## config.mk

```make
export PLATFORM = sky130hd
export DESIGN_NAME = spi_tx_byte_buffer_flat
export DESIGN_NICKNAME = d
export VERILOG_FILES = /design/src/rtl/spi_tx_byte_buffer_pkg.sv /design/src/rtl/spi_tx_byte_buffer_if.sv /design/src/rtl/spi_tx_byte_buffer_ram.sv /design/src/rtl/spi_tx_byte_buffer.sv /design/src/flat_wrapper.sv
export SDC_FILE = /design/constraint.sdc
export NUM_CORES = 1
export LEC_CHECK = 0
export CORE_MARGIN = 1
export CORE_UTILIZATION = 30
export CTS_CLUSTER_SIZE = 16
export DETAILED_ROUTE_END_ITERATION = 12
export GPL_ROUTABILITY_DRIVEN = 1
export PLACE_DENSITY = 0.44
export SLEW_MARGIN = 20
export SYNTH_ARGS = -nofsm -noshare
export SYNTH_HDL_FRONTEND = slang
export SYNTH_SLANG_ARGS = --single-unit
```

## constraint.sdc

```tcl
create_clock -name sysClk -period 7.3 [get_ports sysClk]
set_clock_uncertainty 0.2 [all_clocks]
set_input_delay 0.73 -clock sysClk [delete_from_list [all_inputs] [get_ports sysClk]]
set_output_delay 0.73 -clock sysClk [all_outputs]
set_load 0.05 [all_outputs]
```

## src/rtl/spi_tx_byte_buffer_pkg.sv

```systemverilog
// Shared widths and defaults for the SPI transmit byte path.
// Constants only; no logic.
package spi_tx_pkg;
    localparam int                    SPI_BYTE_W        = 8;
    localparam logic [SPI_BYTE_W-1:0] DEFAULT_FILL_BYTE = 8'hFF;
    localparam int                    DEFAULT_TX_DEPTH  = 16;
endpackage

```

## src/rtl/spi_tx_byte_buffer_if.sv

```systemverilog
// Byte-in / byte-out handshake between the register-read table, the buffer and the shifter.
// master = traffic source/sink side (table + shifter), slave = the buffer.
interface spi_tx_byte_buffer_if;
    logic [spi_tx_pkg::SPI_BYTE_W-1:0] byte_in;
    logic                              byte_in_valid;
    logic                              tx_byte_req;
    logic [spi_tx_pkg::SPI_BYTE_W-1:0] tx_byte;
    logic                              tx_byte_load;

    modport master (
        output byte_in, byte_in_valid, tx_byte_req,
        input  tx_byte, tx_byte_load
    );

    modport slave (
        input  byte_in, byte_in_valid, tx_byte_req,
        output tx_byte, tx_byte_load
    );
endinterface

```

## src/rtl/spi_tx_byte_buffer_ram.sv

```systemverilog
// DEPTH x W storage: synchronous write, combinational read by address.
// Storage is deliberately not reset; occupancy tracking lives in the owner.
module spi_tx_byte_ram #(
    parameter int DEPTH = spi_tx_pkg::DEFAULT_TX_DEPTH,
    parameter int W     = spi_tx_pkg::SPI_BYTE_W
) (
    input  logic                     clk,
    input  logic                     we,
    input  logic [$clog2(DEPTH)-1:0] waddr,
    input  logic [W-1:0]             wdata,
    input  logic [$clog2(DEPTH)-1:0] raddr,
    output logic [W-1:0]             rdata
);
    logic [W-1:0] mem [DEPTH];

    always_ff @(posedge clk) begin
        if (we) mem[waddr] <= wdata;
    end

    assign rdata = mem[raddr];
endmodule

```

## src/rtl/spi_tx_byte_buffer.sv

```systemverilog
// Byte FIFO feeding the SPI transmit shifter; one-cycle request-to-load latency, no write backpressure.
// Serves FILL_BYTE on underrun; sticky overflow/underrun flags; flush on request or chip-select fall.
module spi_tx_byte_buffer
    import spi_tx_pkg::*;
#(
    parameter int                    DEPTH       = DEFAULT_TX_DEPTH,
    parameter logic [SPI_BYTE_W-1:0] FILL_BYTE   = DEFAULT_FILL_BYTE,
    parameter bit                    FLUSH_ON_CS = 1'b1
) (
    input  logic                       sysClk,
    input  logic                       rst,
    spi_tx_byte_buffer_if.slave        bus,
    input  logic                       spi_cs_active,
    input  logic                       flush,
    input  logic                       clear_flags,
    output logic [$clog2(DEPTH+1)-1:0] fifo_count,
    output logic                       fifo_empty,
    output logic                       fifo_full,
    output logic                       overflow_flag,
    output logic                       underrun_flag
);
    localparam int PTR_W = $clog2(DEPTH);
    localparam int CNT_W = $clog2(DEPTH+1);

    logic [PTR_W-1:0]      wr_ptr_q, wr_ptr_d, rd_ptr_q, rd_ptr_d;
    logic [CNT_W-1:0]      count_q, count_d;
    logic                  empty_q, empty_d, full_q, full_d;
    logic                  ovf_q, ovf_d, unf_q, unf_d;
    logic                  cs_q;
    logic [SPI_BYTE_W-1:0] tx_byte_q, tx_byte_d, rd_data;
    logic                  load_q, load_d;
    logic                  flush_now, wr_en, rd_en;

    spi_tx_byte_ram #(.DEPTH(DEPTH), .W(SPI_BYTE_W)) u_ram (
        .clk   (sysClk),
        .we    (wr_en),
        .waddr (wr_ptr_q),
        .wdata (bus.byte_in),
        .raddr (rd_ptr_q),
        .rdata (rd_data)
    );

    always_comb begin
        flush_now = flush || (FLUSH_ON_CS && cs_q && !spi_cs_active);
        // A read in the same cycle frees a slot, so a write into a full FIFO is still taken.
        wr_en     = bus.byte_in_valid && !flush_now && (!full_q || bus.tx_byte_req);
        rd_en     = bus.tx_byte_req && !empty_q && !flush_now;

        wr_ptr_d  = flush_now ? '0 : wr_ptr_q + PTR_W'(wr_en);
        rd_ptr_d  = flush_now ? '0 : rd_ptr_q + PTR_W'(rd_en);
        count_d   = flush_now ? '0 : count_q + CNT_W'(wr_en) - CNT_W'(rd_en);
        empty_d   = (count_d == '0);
        full_d    = (count_d == CNT_W'(DEPTH));

        ovf_d = (bus.byte_in_valid && full_q && !bus.tx_byte_req && !flush_now)
              || (ovf_q && !clear_flags);
        unf_d = (bus.tx_byte_req && empty_q && !flush_now)
              || (unf_q && !clear_flags);

        tx_byte_d = tx_byte_q;
        if (bus.tx_byte_req) tx_byte_d = rd_en ? rd_data : FILL_BYTE;
        load_d    = bus.tx_byte_req;
    end

    always_ff @(posedge sysClk or posedge rst) begin
        if (rst) begin
            wr_ptr_q  <= '0;
            rd_ptr_q  <= '0;
            count_q   <= '0;
            empty_q   <= 1'b1;
            full_q    <= 1'b0;
            ovf_q     <= 1'b0;
            unf_q     <= 1'b0;
            cs_q      <= 1'b0;
            tx_byte_q <= FILL_BYTE;
            load_q    <= 1'b0;
        end else begin
            wr_ptr_q  <= wr_ptr_d;
            rd_ptr_q  <= rd_ptr_d;
            count_q   <= count_d;
            empty_q   <= empty_d;
            full_q    <= full_d;
            ovf_q     <= ovf_d;
            unf_q     <= unf_d;
            cs_q      <= spi_cs_active;
            tx_byte_q <= tx_byte_d;
            load_q    <= load_d;
        end
    end

    assign bus.tx_byte      = tx_byte_q;
    assign bus.tx_byte_load = load_q;
    assign fifo_count       = count_q;
    assign fifo_empty       = empty_q;
    assign fifo_full        = full_q;
    assign overflow_flag    = ovf_q;
    assign underrun_flag    = unf_q;
endmodule

```

## src/flat_wrapper.sv

```systemverilog
// flat-port wrapper written by rule: the top's interface ports become plain ports
module spi_tx_byte_buffer_flat import spi_tx_pkg::*;
#(
    parameter int                    DEPTH       = DEFAULT_TX_DEPTH,
    parameter logic [SPI_BYTE_W-1:0] FILL_BYTE   = DEFAULT_FILL_BYTE,
    parameter bit                    FLUSH_ON_CS = 1'b1
)
  (sysClk, rst, spi_cs_active, flush, clear_flags, fifo_count, fifo_empty, fifo_full, overflow_flag, underrun_flag, bus_byte_in, bus_byte_in_valid, bus_tx_byte_req, bus_tx_byte, bus_tx_byte_load);
  spi_tx_byte_buffer_if bus_i ();
  input  logic sysClk;
  input  logic rst;
  input  logic spi_cs_active;
  input  logic flush;
  input  logic clear_flags;
  output logic [$clog2(DEPTH+1)-1:0] fifo_count;
  output logic fifo_empty;
  output logic fifo_full;
  output logic overflow_flag;
  output logic underrun_flag;
  input wire logic [$bits(bus_i.byte_in)-1:0] bus_byte_in;
  input wire logic [$bits(bus_i.byte_in_valid)-1:0] bus_byte_in_valid;
  input wire logic [$bits(bus_i.tx_byte_req)-1:0] bus_tx_byte_req;
  output wire logic [$bits(bus_i.tx_byte)-1:0] bus_tx_byte;
  output wire logic [$bits(bus_i.tx_byte_load)-1:0] bus_tx_byte_load;
  assign bus_i.byte_in = bus_byte_in;
  assign bus_i.byte_in_valid = bus_byte_in_valid;
  assign bus_i.tx_byte_req = bus_tx_byte_req;
  assign bus_tx_byte = bus_i.tx_byte;
  assign bus_tx_byte_load = bus_i.tx_byte_load;
  spi_tx_byte_buffer #(.DEPTH(DEPTH), .FILL_BYTE(FILL_BYTE), .FLUSH_ON_CS(FLUSH_ON_CS)) u_core (.sysClk(sysClk), .rst(rst), .bus(bus_i), .spi_cs_active(spi_cs_active), .flush(flush), .clear_flags(clear_flags), .fifo_count(fifo_count), .fifo_empty(fifo_empty), .fifo_full(fifo_full), .overflow_flag(overflow_flag), .underrun_flag(underrun_flag));
endmodule
```

==> metrics.log <==
INFO  metric area_delta_synth_final = 17.8%
INFO  metric worstHoldPathType = reg2reg
INFO  metric worstPathMaxFanout = 10
INFO  metric drt-pass1-iter-count = 4
INFO  metric worst_r2r_path_depth = 12
INFO  metric cap_violations = 0
INFO  metric worst_hold_startpoint = u_core.bus.tx_byte[5]
INFO  metric post_drt_wl_per_cell = 20.0 um
INFO  metric cts-buffers-inserted = 17
INFO  metric synth_cells = around 370
INFO  metric fin_total_pwr = about 2.1 mW
INFO  metric clock_tree.buffer_depth = 2
INFO  metric synth.cell_area = between 6000 and 7000 um^2
INFO  metric vias_per_cell = about 4.7
INFO  metric yosysWarnings = 0
INFO  metric critPathKind = in2reg
INFO  metric most_common_cell_after_layout_fill_and_taps_aside = sky130_fd_sc_hd__edfxtp_1
INFO  metric postSynth.asyncResetShare = 0.174
INFO  metric yosys.cell_types.count = 41
INFO  metric postCtsResizedCells = 0
INFO  metric holdBufCountCts = 0
INFO  metric synth_ff_type = sky130_fd_sc_hd__edfxtp_1
INFO  metric worstReg2RegStart = u_core.cs_q
INFO  metric dp_hpwl = between 8000 and 9000 um
INFO  metric drt_total_wl = between 10,000 and 15,000 um
INFO  metric placed_cells_incl_taps = 661
INFO  metric buffer_ports.inserted = 32
INFO  metric rsz0062_at_grt = false
INFO  metric die_h = between 100 and 150 um
INFO  metric grt_antenna_before_repair = 0
INFO  metric floorplan.die_area = between 20,000 and 25,000 um^2
INFO  metric post_place_cell_area = slightly below 7000 um^2
INFO  metric fp.dieW = around 150 um
INFO  metric fin_crit = between 3 and 4 ns
INFO  metric final-instance-count-excl-fill = 693
INFO  metric worst_skew_pair.late_latency = ~0.42 ns
INFO  metric timing.final.max_slew_violations = 0
INFO  metric clock_tree_from_tritoncts = built
INFO  metric worst-slew-pin-transition = between 0.8 and 0.9 ns
INFO  metric cp-startpoint = spi_cs_active
INFO  metric hold_viol_final = 0
INFO  metric synth-edff-count = between 100 and 150
INFO  metric syn_avg_cell_area = 17.2 um^2
INFO  metric synth.area.top_cells = sky130_fd_sc_hd__edfxtp_1 60%, sky130_fd_sc_hd__dfrtp_1 7.1%, sky130_fd_sc_hd__mux2i_1 6.4%, sky130_fd_sc_hd__dfstp_2 3.7%, sky130_fd_sc_hd__mux4_1 3.3%
INFO  metric outcome = complete, no violations
INFO  metric final_layout_size_suffix_gt1_frac = 0.128
INFO  metric postCtsSetupRepairBufs = 0
INFO  metric setup_viol = 0
INFO  metric cts.reportedPaths.clkPinSlew = about 0.060 ns
INFO  metric ys_ff_latch = around 160
INFO  metric sequential_fraction_of_the_synthesis_area = 0.711
INFO  metric ant_nets = 0
INFO  metric std_cell_rows = 52
INFO  metric groute.usage.overall = 0.134
INFO  metric clockRootBuffer = sky130_fd_sc_hd__clkbuf_16
INFO  metric worst_ir_drop_vdd = around 130 uV
INFO  metric synthesis.nets = approximately 400
INFO  metric final_util = 0.366
INFO  metric number_of_remaining_drc_errors = 0
INFO  metric final.period_utilization = 0.540
INFO  metric grt_pass1_vias = about 3,400
INFO  metric initial_utilization = 0.311
INFO  metric diodes = 0
INFO  metric reg2reg_slack = 3.81 ns
INFO  metric worst-endpoint-required = between 7 and 8 ns
INFO  metric worstReg2RegEnd = u_core.fifo_empty
INFO  metric slew_headroom = 0.402
INFO  metric drt-initial-drc-count = between 200 and 250
INFO  metric gpl.final_weighted_congestion = ~0.75
INFO  metric p_leak = approximately 2.4 nW
INFO  metric grt_pass1_wl = just over 20,000 um
INFO  metric critical_path_endpoint_category = flip-flop
INFO  metric h_tree_level_count = 4
INFO  metric gr-total-overflow = 0
INFO  metric post-synth-top-area-cell = sky130_fd_sc_hd__edfxtp_1
INFO  metric worstSetupEndpoint = u_core.fifo_empty
INFO  metric setup-tns-final = 0 ns
INFO  metric power_density = roughly 280 nW/um^2
INFO  metric layout_common_cells = 128 x sky130_fd_sc_hd__edfxtp_1, 41 x sky130_fd_sc_hd__mux2i_1, 32 x sky130_fd_sc_hd__clkdlybuf4s50_1
INFO  metric coreArea = roughly 20,000 um^2
INFO  metric clock.fmax = 253 MHz
INFO  metric floorplan.io_pins = 33
INFO  metric num_vias = roughly 3,300
INFO  metric synth_top_area_share = 0.604
INFO  metric cts_num_sinks = between 150 and 200
INFO  metric critical_path.startpoint_type = input port
INFO  metric fin_nets = 435
INFO  metric maximum_number_of_pins_on_one_net_before_global_route_repair = 51
INFO  metric finalInstanceArea = 7500 um^2
INFO  metric critical_path_arrival = just over 4 ns
-- power breakdown --
part | switching, mW | leakage (nW) | internal [mW]
Sequential | 0.0171 | 1.49 | 0.987
Clock | 0.358 | 0.270 | 0.504
Combinational | 0.166 | 0.660 | 0.0949
-- how the worst min path moves through the flow --
stage	end	cells after the start
final	u_core.bus.tx_byte[5]	2
after global routing	u_core.bus.tx_byte[3]	2
after CTS	u_core.bus.tx_byte[5]	2
after detailed placement	u_core.bus.tx_byte[5]	2
after global placement	u_core.bus.tx_byte[3]	2
after floorplan	u_core.bus.tx_byte[0]	2
-- synth_stat cells (2+ instances only) --
cell	number
sky130_fd_sc_hd__edfxtp_1	128
sky130_fd_sc_hd__mux2i_1	41
sky130_fd_sc_hd__nor2_1	27
sky130_fd_sc_hd__dfrtp_1	18
sky130_fd_sc_hd__a22oi_1	16
sky130_fd_sc_hd__nand3_1	12
sky130_fd_sc_hd__inv_1	11
sky130_fd_sc_hd__dfstp_2	9
sky130_fd_sc_hd__ha_1	9
sky130_fd_sc_hd__a31oi_1	8
sky130_fd_sc_hd__mux4_1	8
sky130_fd_sc_hd__mux4_2	8
sky130_fd_sc_hd__or2_1	8
sky130_fd_sc_hd__and2_1	7
sky130_fd_sc_hd__nor3_1	6
sky130_fd_sc_hd__buf_6	5
sky130_fd_sc_hd__nand2b_1	5
sky130_fd_sc_hd__clkbuf_1	4
sky130_fd_sc_hd__nor2b_1	4
sky130_fd_sc_hd__xnor2_1	4
sky130_fd_sc_hd__xor2_1	4
sky130_fd_sc_hd__a21oi_1	3
sky130_fd_sc_hd__buf_2	3
sky130_fd_sc_hd__buf_1	2
sky130_fd_sc_hd__buf_12	2
sky130_fd_sc_hd__nand2_1	2
sky130_fd_sc_hd__nand3b_1	2
sky130_fd_sc_hd__o21ai_0	2
-- worst max-delay path: stages --
cell and delay, ns:
sky130_fd_sc_hd__clkdlybuf4s50_1 0.48, sky130_fd_sc_hd__nand2b_1 0.14, sky130_fd_sc_hd__nand2b_1 0.26, sky130_fd_sc_hd__nor3b_2 0.59
sky130_fd_sc_hd__ha_1 0.34, sky130_fd_sc_hd__inv_1 0.05, sky130_fd_sc_hd__ha_1 0.15, sky130_fd_sc_hd__inv_1 0.06
sky130_fd_sc_hd__fa_1 0.40, sky130_fd_sc_hd__xnor2_1 0.18, sky130_fd_sc_hd__nor4bb_1 0.30, sky130_fd_sc_hd__mux2i_1 0.16
sky130_fd_sc_hd__o31ai_1 0.22
-- cell type report --
type / instances / area (um^2)
Fill cell: 1933 / 13000
Sequential cell: 155 / 4530
Clock buffer: 18 / 429
Multi-Input combinational cell: 188 / 1660
Inverter: 11 / 41.3
Clock inverter: 14 / 146
Timing Repair Buffer: 37 / 358
Tap cell: 270 / 338
-- flip-flops by register name, summed over array words and instances (netlist names) --
signal,cells
u_core.overflow_flag,1
u_core.u_ram.mem,128
u_core.rd_ptr_q,4
u_core.cs_q,1
u_core.bus.tx_byte,8
u_core.underrun_flag,1
u_core.fifo_full,1
u_core.fifo_empty,1
u_core.wr_ptr_q,4
u_core.fifo_count,5
u_core.bus.tx_byte_load,1
-- cell families (layout without fill, tap and decap cells) --
group | count (synthesis) | in the layout | synth area share
AO/OA/AOI/OAI | 33 | 33 | 0.0352
XOR/XNOR | 8 | 8 | 0.0110
adder cells (fa/ha/maj) | 10 | 10 | 0.0208
buffers and inverters | 28 | 80 | 0.0283
flip-flops | 155 | 155 | 0.711
multiplexers | 57 | 57 | 0.126
AND/OR/NAND/NOR | 80 | 80 | 0.0676
-- per-stage QoR --
step | worst slack, ns | hold WS [ns]
6_report | 3.35 | 0.295
5_1_grt | 3.05 | 0.314
4_1_cts | 3.33 | 0.298
3_5_place_dp | 2.90 | 0.290
3_3_place_gp | 3.08 | 0.294
2_1_floorplan | 3.90 | 0.362
-- layer usage --
metal  share of wire  GRT usage
met5               0          0
met3           0.046     0.0336
met4           0.016     0.0510
met2            0.48      0.213
met1            0.46      0.178
(Power assumes the default switching activity.)
